### src/rtl/pipeline_hazard_ctrl.sv
// Hazard/stall controller for the 5-stage RV32I pipeline: load-use stalls, branch flushes,
// data-memory freeze with a timeout watchdog, and saturating stall/flush statistics.
module pipeline_hazard_ctrl #(
  parameter int CNT_W       = 16,
  parameter int MEM_TIMEOUT = 255
) (
  input  logic              clk,
  input  logic              rst,
  input  logic [31:0]       Instruc_IFID,
  input  logic [4:0]        rd_IDEX,
  input  logic              memRead_IDEX,
  input  logic              branch_taken_EX,
  input  logic              dmem_req,
  input  logic              dmem_ready,
  input  logic              cnt_clr,
  output logic              pc_write,
  output logic              IFID_write,
  output logic              IFID_flush,
  output logic              control_mux_sel,
  output logic              pipe_freeze,
  output logic              fault,
  output logic [1:0]        state,
  output logic [CNT_W-1:0]  stall_cycles,
  output logic [CNT_W-1:0]  flush_count
);

  typedef enum logic [1:0] {
    RUN      = 2'd0,
    MEM_WAIT = 2'd1,
    FAULT    = 2'd2
  } state_t;

  localparam logic [15:0]      LP_WAIT_LAST = 16'(MEM_TIMEOUT - 1);
  localparam logic [CNT_W-1:0] LP_CNT_MAX   = '1;

  state_t           r_state;
  logic [15:0]      r_waitCnt;
  logic             r_fault;
  logic [CNT_W-1:0] r_stallCycles;
  logic [CNT_W-1:0] r_flushCount;

  logic [6:0] w_opcode;
  logic [4:0] w_rs1;
  logic [4:0] w_rs2;
  logic       w_usesRs1;
  logic       w_usesRs2;
  logic       w_loadUse;
  logic       w_memBusy;
  logic       w_stallInc;
  logic       w_flushInc;
  logic       w_unused;

  assign w_opcode = Instruc_IFID[6:0];
  assign w_rs1    = Instruc_IFID[19:15];
  assign w_rs2    = Instruc_IFID[24:20];
  assign w_unused = ^{Instruc_IFID[31:25], Instruc_IFID[14:7]};

  always_comb begin
    w_usesRs1 = 1'b0;
    w_usesRs2 = 1'b0;
    case (w_opcode)
      7'b0110011: begin w_usesRs1 = 1'b1; w_usesRs2 = 1'b1; end
      7'b0100011: begin w_usesRs1 = 1'b1; w_usesRs2 = 1'b1; end
      7'b1100011: begin w_usesRs1 = 1'b1; w_usesRs2 = 1'b1; end
      7'b0010011: w_usesRs1 = 1'b1;
      7'b0000011: w_usesRs1 = 1'b1;
      7'b1100111: w_usesRs1 = 1'b1;
      default: ;
    endcase
  end

  assign w_loadUse = memRead_IDEX && (rd_IDEX != 5'd0) &&
                     ((w_usesRs1 && (rd_IDEX == w_rs1)) || (w_usesRs2 && (rd_IDEX == w_rs2)));
  assign w_memBusy = dmem_req && !dmem_ready;

  // Priority: memory freeze, then taken branch (squashes the load-use victim), then load-use.
  always_comb begin
    pc_write        = 1'b1;
    IFID_write      = 1'b1;
    IFID_flush      = 1'b0;
    control_mux_sel = 1'b0;
    pipe_freeze     = 1'b0;
    if (r_state == FAULT || w_memBusy) begin
      pc_write    = 1'b0;
      IFID_write  = 1'b0;
      pipe_freeze = 1'b1;
    end else if (branch_taken_EX) begin
      IFID_flush      = 1'b1;
      control_mux_sel = 1'b1;
    end else if (w_loadUse) begin
      pc_write        = 1'b0;
      IFID_write      = 1'b0;
      control_mux_sel = 1'b1;
    end
  end

  always_ff @(posedge clk or posedge rst) begin
    if (rst) begin
      r_state   <= RUN;
      r_waitCnt <= 16'd0;
      r_fault   <= 1'b0;
    end else begin
      case (r_state)
        RUN: begin
          if (w_memBusy) begin
            if (MEM_TIMEOUT == 1) begin
              r_state <= FAULT;
              r_fault <= 1'b1;
            end else begin
              r_state   <= MEM_WAIT;
              r_waitCnt <= 16'd1;
            end
          end
        end
        MEM_WAIT: begin
          if (!w_memBusy) begin
            r_state   <= RUN;
            r_waitCnt <= 16'd0;
          end else if (r_waitCnt == LP_WAIT_LAST) begin
            r_state <= FAULT;
            r_fault <= 1'b1;
          end else begin
            r_waitCnt <= r_waitCnt + 16'd1;
          end
        end
        FAULT:   r_fault <= 1'b1;
        default: r_state <= RUN;
      endcase
    end
  end

  assign w_stallInc = (r_state != FAULT) && (w_memBusy || (w_loadUse && !branch_taken_EX));
  assign w_flushInc = (r_state != FAULT) && branch_taken_EX && !w_memBusy;

  always_ff @(posedge clk or posedge rst) begin
    if (rst) begin
      r_stallCycles <= '0;
      r_flushCount  <= '0;
    end else if (cnt_clr) begin
      r_stallCycles <= '0;
      r_flushCount  <= '0;
    end else begin
      if (w_stallInc && r_stallCycles != LP_CNT_MAX) r_stallCycles <= r_stallCycles + CNT_W'(1);
      if (w_flushInc && r_flushCount != LP_CNT_MAX)  r_flushCount  <= r_flushCount + CNT_W'(1);
    end
  end

  assign state        = r_state;
  assign fault        = r_fault;
  assign stall_cycles = r_stallCycles;
  assign flush_count  = r_flushCount;

endmodule

### config.mk
export PLATFORM = sky130hd
export DESIGN_NAME = pipeline_hazard_ctrl
export DESIGN_NICKNAME = d
export VERILOG_FILES = /design/src/rtl/pipeline_hazard_ctrl.sv
export SDC_FILE = /design/constraint.sdc
export NUM_CORES = 1
export LEC_CHECK = 0
export CAP_MARGIN = 20
export CELL_PAD_IN_SITES_DETAIL_PLACEMENT = 1
export CELL_PAD_IN_SITES_GLOBAL_PLACEMENT = 2
export CORE_MARGIN = 5
export CORE_UTILIZATION = 25
export CTS_CLUSTER_SIZE = 30
export DETAILED_ROUTE_END_ITERATION = 6
export PLACE_DENSITY = 0.84
export SETUP_SLACK_MARGIN = 0.4
export SLEW_MARGIN = 20
export SYNTH_ARGS = -nofsm -noshare
export SYNTH_HDL_FRONTEND = slang
export SYNTH_SLANG_ARGS = --single-unit
### constraint.sdc
create_clock -name clk -period 2.4 [get_ports clk]
set_input_delay 0.72 -clock clk [delete_from_list [all_inputs] [get_ports clk]]
set_output_delay 0.72 -clock clk [all_outputs]
set_load 0.1 [all_outputs]
# --- Word level (Yosys, flattened, before mapping) ---
# Cells that the tools add are included.
word_totals:
  reg_bits: 51
  inputBits: 44
  output_inout_bits: 40
  wordCells: 82
classes:
  addsub: 3
  eq_ne: 19
  muxes: 26
  n_bitwise: 1
  reduce_logical: 28
ops:
  columns: ["cell", "count"]
  rows:
  - ["16-bit 2-to-1 mux", 7]
  - ["16-bit by 1-bit adder with 16-bit output (second input constant)", 3]
  - ["16-bit inequality test (second input constant)", 2]
  - ["16-bit case mux with 2 select lines", 1]
  - ["16-bit by 8-bit == test with 1-bit output (second input constant)", 1]
  - ["7-bit by 6-bit == test with 1-bit output (second input constant)", 2]
  - ["7-bit == test (second input constant)", 2]
  - ["1-bit 2-to-1 mux", 13]
  - ["1-bit logical AND", 11]
  - ["5-bit == test", 2]
  - ["3-bit AND reduction", 3]
  - ["2-bit inequality test (second input constant)", 4]
  - ["2-bit nonzero test", 4]
  - ["7-bit by 2-bit == test with 1-bit output (second input constant)", 1]
  - ["7-bit by 5-bit == test with 1-bit output (second input constant)", 1]
  - ["2-bit 2-to-1 mux", 3]
  - ["3-bit inequality test (second input constant)", 2]
  - ["2-bit case mux with 3 select lines", 1]
  - ["6-bit OR reduction", 1]
  - ["5-bit nonzero test", 1]
  - ["1-bit logical NOT", 3]
  - ["1-bit logical OR", 3]
  - ["3-bit OR reduction", 1]
  - ["2-bit by 1-bit == test with 1-bit output (second input constant)", 1]
  - ["other kinds (4)", 4]

# --- Logic depth before layout (Yosys ltp) ---
# Gate-level depths: netlist (run 1).
depth:
  ltp_word: 12
  depth_mapped: 9
  ltp_nobuf: 8

# --- Least setup slack after synthesis (run 1) ---
# OpenSTA, ideal clock, no wires.
synth_timing:
  path_type: "flip-flop to output port"
  start: "register r_state[0], in the netlist state[0]"
  end: "output port pc_write"
  t_arrival_ns: 4.209
  t_required_ns: 1.680
  setup_slack_ns: -2.529
  path_stages_with_launch: 6
  n_path_buf: 2
  cell_sequence: "dfrtp_1 -> clkbuf_2 -> nand2b_1 -> nand2_1 -> a21oi_1 -> buf_4"
synth_via:
  elab_chain_cells: 3
synth_rtl:
  columns: ["element", "line_no", "text"]
  rows:
  - ["start: declaration", "36", "state_t r_state;"]
  - ["start signal: assignment", "99", "r_state <= RUN;"]
  - ["start signal: assignment", "107", "r_state <= FAULT;"]
  - ["start signal: assignment", "110", "r_state <= MEM_WAIT;"]
  - ["2-bit == test", "83", "if (r_state == FAULT || w_memBusy) begin"]
  - ["1-bit logical OR", "83", null]
  - ["1-bit 2-to-1 mux", null, null]
  - ["end: declaration", "16", "output logic pc_write,"]
# No other way between the ends.

# --- Worst setup path after layout (run 1) ---
layout_timing:
  start: "input port rd_IDEX[2]"
  end: "output port pc_write"
layout_via:
  elab_chain_cells: 7
  elab_cells_between_ends: 11
  cone_classes: "eq/ne (2); mux (3); reduce/logical (6)"
layout_rtl:
  columns: ["element", "line_no", "text"]
  rows:
  - ["start: declaration", "10", "input logic [4:0] rd_IDEX,"]
  - ["5-bit == test", "73", "((w_usesRs1 && (rd_IDEX == w_rs1)) || (w_usesRs2 && (rd_IDEX == w_rs2)));"]
  - ["1-bit logical AND", "73", null]
  - ["1-bit logical OR", "73", null]
  - ["1-bit logical AND (*)", "72", "assign w_loadUse = memRead_IDEX && (rd_IDEX != 5'd0) &&"]
  - ["1-bit 2-to-1 mux (*)", "90", "end else if (w_loadUse) begin"]
  - ["1-bit 2-to-1 mux (*)", "87", "end else if (branch_taken_EX) begin"]
  - ["1-bit 2-to-1 mux (*)", "83", null]
# Every way passes the cells marked *; elsewhere a longest branch is shown, timed or not.

==> reports/results.tsv, run 1 <==
metric	value	unit
status	complete, but fails checks	
violated checks	negative setup slack	
Hold Crit Class	reg -> reg	
drt total wl	9420	um
clock share of power	35.5	%
Final WS setup	-0.337	ns
vias per cell	5.03	
final setup violation count	18	
DRC Markers	0	
FP Rows	39	
core area	11400	sq um
initial antenna violation count	0	
maximum clock rate	365	MHz
Inst Count DP	547	
Crit path arrival time	2.02	ns
GRT overflow	0	
number of synthesized flops with an enable pin	0	
n_diodes	0	
I/O Buffers	68	
nets@finish	475	
clk_lat worst skew	0.29	ns
Final Hold Vio Count	0	
first-pass GRT wire length	15600	um
Tmin final	2.74	ns
Sw Ratio	28.0	%
Final Slew Violations	0	
Pre-antenna DRT Iters	4	
CP Class	in -> out	
Fill cells	1292	
GR Util All Layers	13.3	%
routability congestion estimate	0.754	
wire per inst	16.5	um
root buf cell	clkbuf_16	
Iteration-0 DRC Markers	76	
Post-Syn Instances	319	
DP Wirelength	6670	um
Psw	0.553	mW
synth warn	0	
Post-Syn Nets	367	
RSZ-0062 raised after global routing	yes	
Worst-path clk slew	0.07	ns
Internal Power	1.42	mW
sequential area share after synthesis	44.1	%
DIE WIDTH	118	um
area of the multi-input gates	1800	sq um
mapped cell area	2900	sq um
Post-CTS Hold Fix Bufs	0	
Seq pwr share	44.8	%
Routed Antenna Nets	0	
crit-path max FO	3	
pin count of the biggest net entering global routing	33	
top-area cell type share of the netlist area	44.1	%
Worst EP required	1.68	ns
Gate power share	19.7	%
max_slew headroom	66.6	%
register area	1320	sq um
Die Ht	118	um
Yosys top cell by area	dfrtp_1	
total power per unit cell area	435	nW/um^2
predominant post-synthesis flop cell	dfrtp_1	
Layout Skew	0.00481	ns
top-count cell post-synth	dfrtp_1	
CP endpoint kind	primary output	
top post-synthesis cells by area	dfrtp_1, xor2_1, a21oi_1, nor2_1, xnor2_1	
Async SR Flop Fraction	100	%
non-filler cells, final	571	
H-tree depth	2	
Avg Synthesized Cell Area	9.08	sq um
Synth top cells by count	dfrtp_1, nor2_1, a21oi_1	
via count of the routed design	2874	
Pleak	1.85	nW
Max Cap Viol	0	
Worst setup SP type	input pin	
layout cells sized above 1	42.5	%
clk sink count	51	
Starting Density	25.5	%
die area	13800	sq um
Final period util	114	%
total power	1.98	mW
post-place setup slack	-0.726	ns
Layout area overhead	56.7	%
# IOs	84	
Distinct cells, synth	50	
Clock Path Buffers	2	
Worst-Margin Slew	0.498	ns
vias in the first global route	3098	
flops & latches, synth	51	
CTS tree	built	
CTS buffer count	5	
Peak VDD IR	0.258	mV
-- per-layer routing --
metal  vias to the layer above  GRT usage (%)  part of all wire (%)
met1                      1452           16.7                    43
li1                       1364              -                     -
met2                        52           23.4                    53
met4                         0           3.73                   1.1
met3                         6           2.26                   2.7
met5                         -              0                     0
-- what timing repair did --
item                                    4_1_cts  5_1_grt
cloned                                        3        0
pin swaps                                    25       21
setup buffers                                 8        5
resized for setup                            73       24
endpoints found under the setup margin       51       29
endpoints found under the hold margin         0        0
-- worst max-delay path: stages --
cell and delay (ns):
buf_6 0.09, or4_4 0.54, o21ai_4 0.20, nor2_4 0.07
a21oi_4 0.19, buf_12 0.20
-- worst paths after layout --
path	from	slack, ns	cells after the start	end
min in group asynchronous	rst	0.72	2	flush_count[4]$_DFFE_PP0P_
max in group asynchronous	rst	1.23	3	stall_cycles[10]$_DFFE_PP0P_
max	rd_IDEX[2]	-0.34	6	pc_write
min	fault$_DFFE_PP0P_	0.47	1	fault$_DFFE_PP0P_
max reg2reg	stall_cycles[6]$_DFFE_PP0P_	0.07	10	stall_cycles[0]$_DFFE_PP0P_
min reg2reg	fault$_DFFE_PP0P_	0.47	1	fault$_DFFE_PP0P_
-- per-stage QoR --
| stage | instance area (sq um) | TNS, ns | utilization [%] | hold WS (ns) |
|---|---|---|---|---|
| floorplan | 3080 | -1.37 | - | 0.497 |
| global placement | 4070 | -10.54 | 35.8 | 0.459 |
| detailed placement | 4070 | -12.06 | 35.8 | 0.467 |
| CTS | 4390 | -3.73 | 38.6 | 0.483 |
| global route | 4540 | -4.83 | 39.9 | 0.502 |
| finish | 4540 | -3.48 | 39.9 | 0.472 |
-- cell type report --
class | instances | share of cell area [%]
clock buffer | 7 | 2.92
clock inverter | 1 | 0.110
inverter | 7 | 0.662
multi-input combinational | 250 | 39.6
sequential | 51 | 29.0
tap | 143 | 3.94
timing repair buffer | 112 | 23.7
-- placed cells by master, fill, tap and decap left out, types with 3 or more instances in the layout --
cell type,netlist,layout
o21ai_1,8,7
buf_6,1,8
and3_1,6,6
mux2i_1,3,3
dfrtp_1,51,18
or3_1,17,16
a21oi_1,28,19
nand2_1,19,18
clkdlybuf4s50_1,0,5
buf_4,1,67
dlygate4sd2_1,0,14
and2_1,4,4
ha_1,4,3
o31ai_1,5,3
nor3_1,4,3
nand3_1,21,20
inv_1,7,4
nand4_1,15,15
buf_2,1,3
xor2_1,17,16
a21oi_2,1,8
xnor2_2,0,4
nor2_1,36,33
buf_12,0,10
dfrtp_2,0,33
clkbuf_16,0,5
or4_4,0,5
xnor2_1,14,10
o21ai_0,10,10
-- power groups by stage --
stage	clock network, mW	logic, mW	registers, mW
2_1_floorplan	0	0.153	0.949
3_3_place_gp	0	0.345	0.905
3_5_place_dp	0	0.351	0.906
4_1_cts	0.723	0.384	0.883
5_1_grt	0.757	0.418	0.886
6_report	0.700	0.390	0.885
-- flip-flops by register name, summed over array words and instances, names as in the netlist --
signal / cells
r_waitCnt: 16
state: 2
flush_count: 16
stall_cycles: 16
fault: 1
-- cells by family after synthesis --
| family | count (synthesis) | share of synthesized area (%) |
|---|---|---|
| adders and majority gates | 4 | 1.73 |
| muxes | 3 | 1.04 |
| buffers and inverters | 18 | 3.24 |
| AOI/OAI and AO/OA | 65 | 13.0 |
| xor gates and xnor gates | 31 | 9.38 |
| DFF | 51 | 44.1 |
| and+or+nand+nor | 147 | 27.5 |
No activity file was read; power rests on OpenSTA's default activity.
==> run 2, diff against run 1 <==
--- a/config.mk
+++ b/config.mk
@@ -5,14 +5,16 @@
 export SDC_FILE = /design/constraint.sdc
 export NUM_CORES = 1
 export LEC_CHECK = 0
-export CAP_MARGIN = 20
+export ABC_CLOCK_PERIOD_IN_PS = 2400
+export CAP_MARGIN = 10
 export CELL_PAD_IN_SITES_DETAIL_PLACEMENT = 1
 export CELL_PAD_IN_SITES_GLOBAL_PLACEMENT = 2
 export CORE_MARGIN = 5
-export CORE_UTILIZATION = 25
+export CORE_UTILIZATION = 26
+export CTS_BUF_LIST = sky130_fd_sc_hd__clkbuf_2
 export CTS_CLUSTER_SIZE = 30
 export DETAILED_ROUTE_END_ITERATION = 6
-export PLACE_DENSITY = 0.84
+export PLACE_DENSITY = 0.86
 export SETUP_SLACK_MARGIN = 0.4
 export SLEW_MARGIN = 20
 export SYNTH_ARGS = -nofsm -noshare
==> run 2 against run 1 <==
Compared with the run above:
- the run still ends with negative setup slack left
- fmax is 0.46% lower
- hold slack improved by 0.031 ns
- clock power down 48%
- total power down 16%
- largest cell class unchanged
- flip-flop and latch count stayed put
- non-clock buffer count up 3
- die area shrank 3.5%
- sequential share of layout area down 0.43 points
- register-to-register slack improved by 0.04 ns
- cell count up 0.18%
==> reports/results.tsv, run 2 (synthesis results as in run 1) <==
metric	value	unit	change
status	complete, but fails checks		
core area	10900	sq um	-4.2%
I/O Buffers	68		unchanged
FP Rows	38		-2.6%
Final Util	42.3	%	+2.4 points
CTS buffer count	5		unchanged
Crit path arrival time	2.03	ns	about the same
Final TNS setup	-1.11	ns	+2.37 ns
vias per cell	5.13		+1.9%
pin count of the biggest net entering global routing	40		+21%
violated checks	negative setup slack		
Critical path buffers and inverters	2		unchanged
Max Cap Viol	0		unchanged
initial antenna violation count	1		+1
CP max-delay cell	or4_4		
GR Util All Layers	13.6	%	+0.33 points
Reg2Reg Capture Point	stall_cycles[13]$_DFFE_PP0P_		
Starting Density	26.6	%	+1.1 points
Pre-antenna DRT Iters	4		unchanged
DIE WIDTH	116	um	-1.8%
Inst Count DP	540		-1.3%
RSZ-0062 raised after global routing	yes		
CP delay by family, top	simple AND/OR/NAND/NOR gates		
Layout area overhead	58.9	%	
most frequent cells in the layout	buf_4, nor2_1, dfrtp_2		
die area	13300	sq um	-3.5%
Die Ht	116	um	-1.8%
commonest non-fill, non-tap cell in the layout	buf_4		
post-place setup slack	-0.768	ns	-0.0417 ns
non-filler cells, final	572		+0.18%
Worst-Margin Slew	0.439	ns	-0.0587 ns
root buf cell	clkbuf_2		
Worst EP required	1.68	ns	about the same
Final WS setup	-0.349	ns	-0.0126 ns
Post-CTS Hold Fix Bufs	0		unchanged
Tmin final	2.75	ns	+0.0126 ns
CP Class	in -> out		
CTS tree	built		
Worst setup SP type	input pin		
Peak VDD IR	0.147	mV	-43%
Final Hold Vio Count	0		unchanged
total power	1.66	mW	-16%
DP Wirelength	6420	um	-3.8%
Seq pwr share	53.6	%	+8.8 points
crit-path max FO	3		unchanged
max_slew headroom	70.5	%	+3.9 points
clk sink count	51		unchanged
Gate power share	24.4	%	+4.7 points
number of cells on the worst reg-to-reg path	10		unchanged
Worst R2R Start	stall_cycles[1]$_DFFE_PP0P_		
Final Slew Violations	0		unchanged
Sw Ratio	31.9	%	+3.9 points
WP depth	6		unchanged
via count of the routed design	2934		+2.1%
Clock Path Buffers	2		unchanged
CP endpoint kind	primary output		
hold slack final	0.503	ns	+0.0310 ns
drt total wl	9950	um	+5.6%
Pleak	1.88	nW	+1.7%
Iteration-0 DRC Markers	119		+57%
nets@finish	478		+0.63%
CP cell instances	buf_6, or4_4, o21ai_4, nor2_2, a21oi_4, buf_12		
final setup violation count	7		-11
# IOs	84		unchanged
Routed Antenna Nets	0		unchanged
max incr delay on CP	0.54	ns	about the same
total power per unit cell area	360	nW/um^2	-17%
Internal Power	1.13	mW	-21%
reg2reg setup slack	0.11	ns	+0.04 ns
clk_lat worst skew	0.44	ns	+0.15 ns
GRT overflow	0		unchanged
maximum clock rate	364	MHz	-0.46%
crit path launch	rd_IDEX[3]		
Critical Path Sink	pc_write		
first-pass GRT wire length	14800	um	-4.9%
layout cells sized above 1	43.4	%	+0.86 points
DRC Markers	0		unchanged
Placement Cell Area	4020	sq um	-1.1%
Hold Crit Class	in -> async		
routability congestion estimate	0.768		+2.0%
Psw	0.529	mW	-4.3%
Final period util	115	%	+0.52 points
vias in the first global route	3007		-2.9%
Final Instance Area	4600	sq um	+1.4%
Layout Skew	0.0238	ns	+0.0190 ns
H-tree depth	2		unchanged
Worst-path clk slew	0.26	ns	+0.19 ns
clock share of power	22.0	%	-13 points
wire per inst	17.4	um	+5.5%
## run 2: what timing repair did
item	4_1_cts	5_1_grt
resized for setup	72	60
buffers inserted	12	8
gates cloned	2	1
pin swaps	35	13
endpoints found under the setup margin	42	52
## run 2: worst min path at each step
stage	from	end	slack (ns)	cells past startpoint
finish	rst	flush_count[3]$_DFFE_PP0P_	0.50	2
CTS	rst	flush_count[3]$_DFFE_PP0P_	0.50	2
detailed placement	fault$_DFFE_PP0P_	fault$_DFFE_PP0P_	0.48	1
global route	rst	flush_count[2]$_DFFE_PP0P_	0.49	2
global placement	fault$_DFFE_PP0P_	fault$_DFFE_PP0P_	0.47	1
floorplan	r_waitCnt[7]$_DFFE_PP0P_	r_waitCnt[7]$_DFFE_PP0P_	0.50	2
## run 2: final cells by class
type	count	area, sq um
Antenna cell	1	2.50
Clock buffer	7	35.0
Clock inverter	1	5.00
Fill cell	1219	6290
Inverter	7	30.0
Multi-Input combinational cell	250	1800
Sequential cell	51	1320
Tap cell	140	175
Timing Repair Buffer	115	1240
## run 2: metal layers
| metal | part of all wire [%] | up-vias | GRT usage (%) |
|---|---|---|---|
| li1 | - | 1379 | - |
| met1 | 43 | 1474 | 17.1 |
| met2 | 51 | 64 | 24.0 |
| met3 | 3.9 | 17 | 2.66 |
| met4 | 2.0 | 0 | 3.44 |
| met5 | 0 | - | 0 |
## run 2: worst register-to-register path, stage by stage (launching register included)
cell	delay, ns
dfrtp_2	0.50
ha_4	0.18
nand4_1	0.11
nor4_4	0.07
buf_4	0.15
nor3_1	0.20
a21oi_2	0.09
buf_4	0.15
buf_12	0.13
or4_4	0.49
a21oi_2	0.18
## run 2: power by group through the flow
stage                     Sequential (mW)  Clock (mW)  Combinational [mW]
after floorplan                     0.949           0               0.153
after global placement              0.905           0               0.338
after detailed placement            0.905           0               0.342
after CTS                           0.885       0.373               0.376
after global routing                0.890       0.417               0.429
final                               0.887       0.365               0.405
==> run 3, diff against run 2 <==
--- a/config.mk
+++ b/config.mk
@@ -5,6 +5,7 @@
 export SDC_FILE = /design/constraint.sdc
 export NUM_CORES = 1
 export LEC_CHECK = 0
+export ABC_AREA = 0
 export ABC_CLOCK_PERIOD_IN_PS = 2400
 export CAP_MARGIN = 10
 export CELL_PAD_IN_SITES_DETAIL_PLACEMENT = 1
==> results of run 3 <==
Final layout, timing and power as in run 2 (identical DEF).
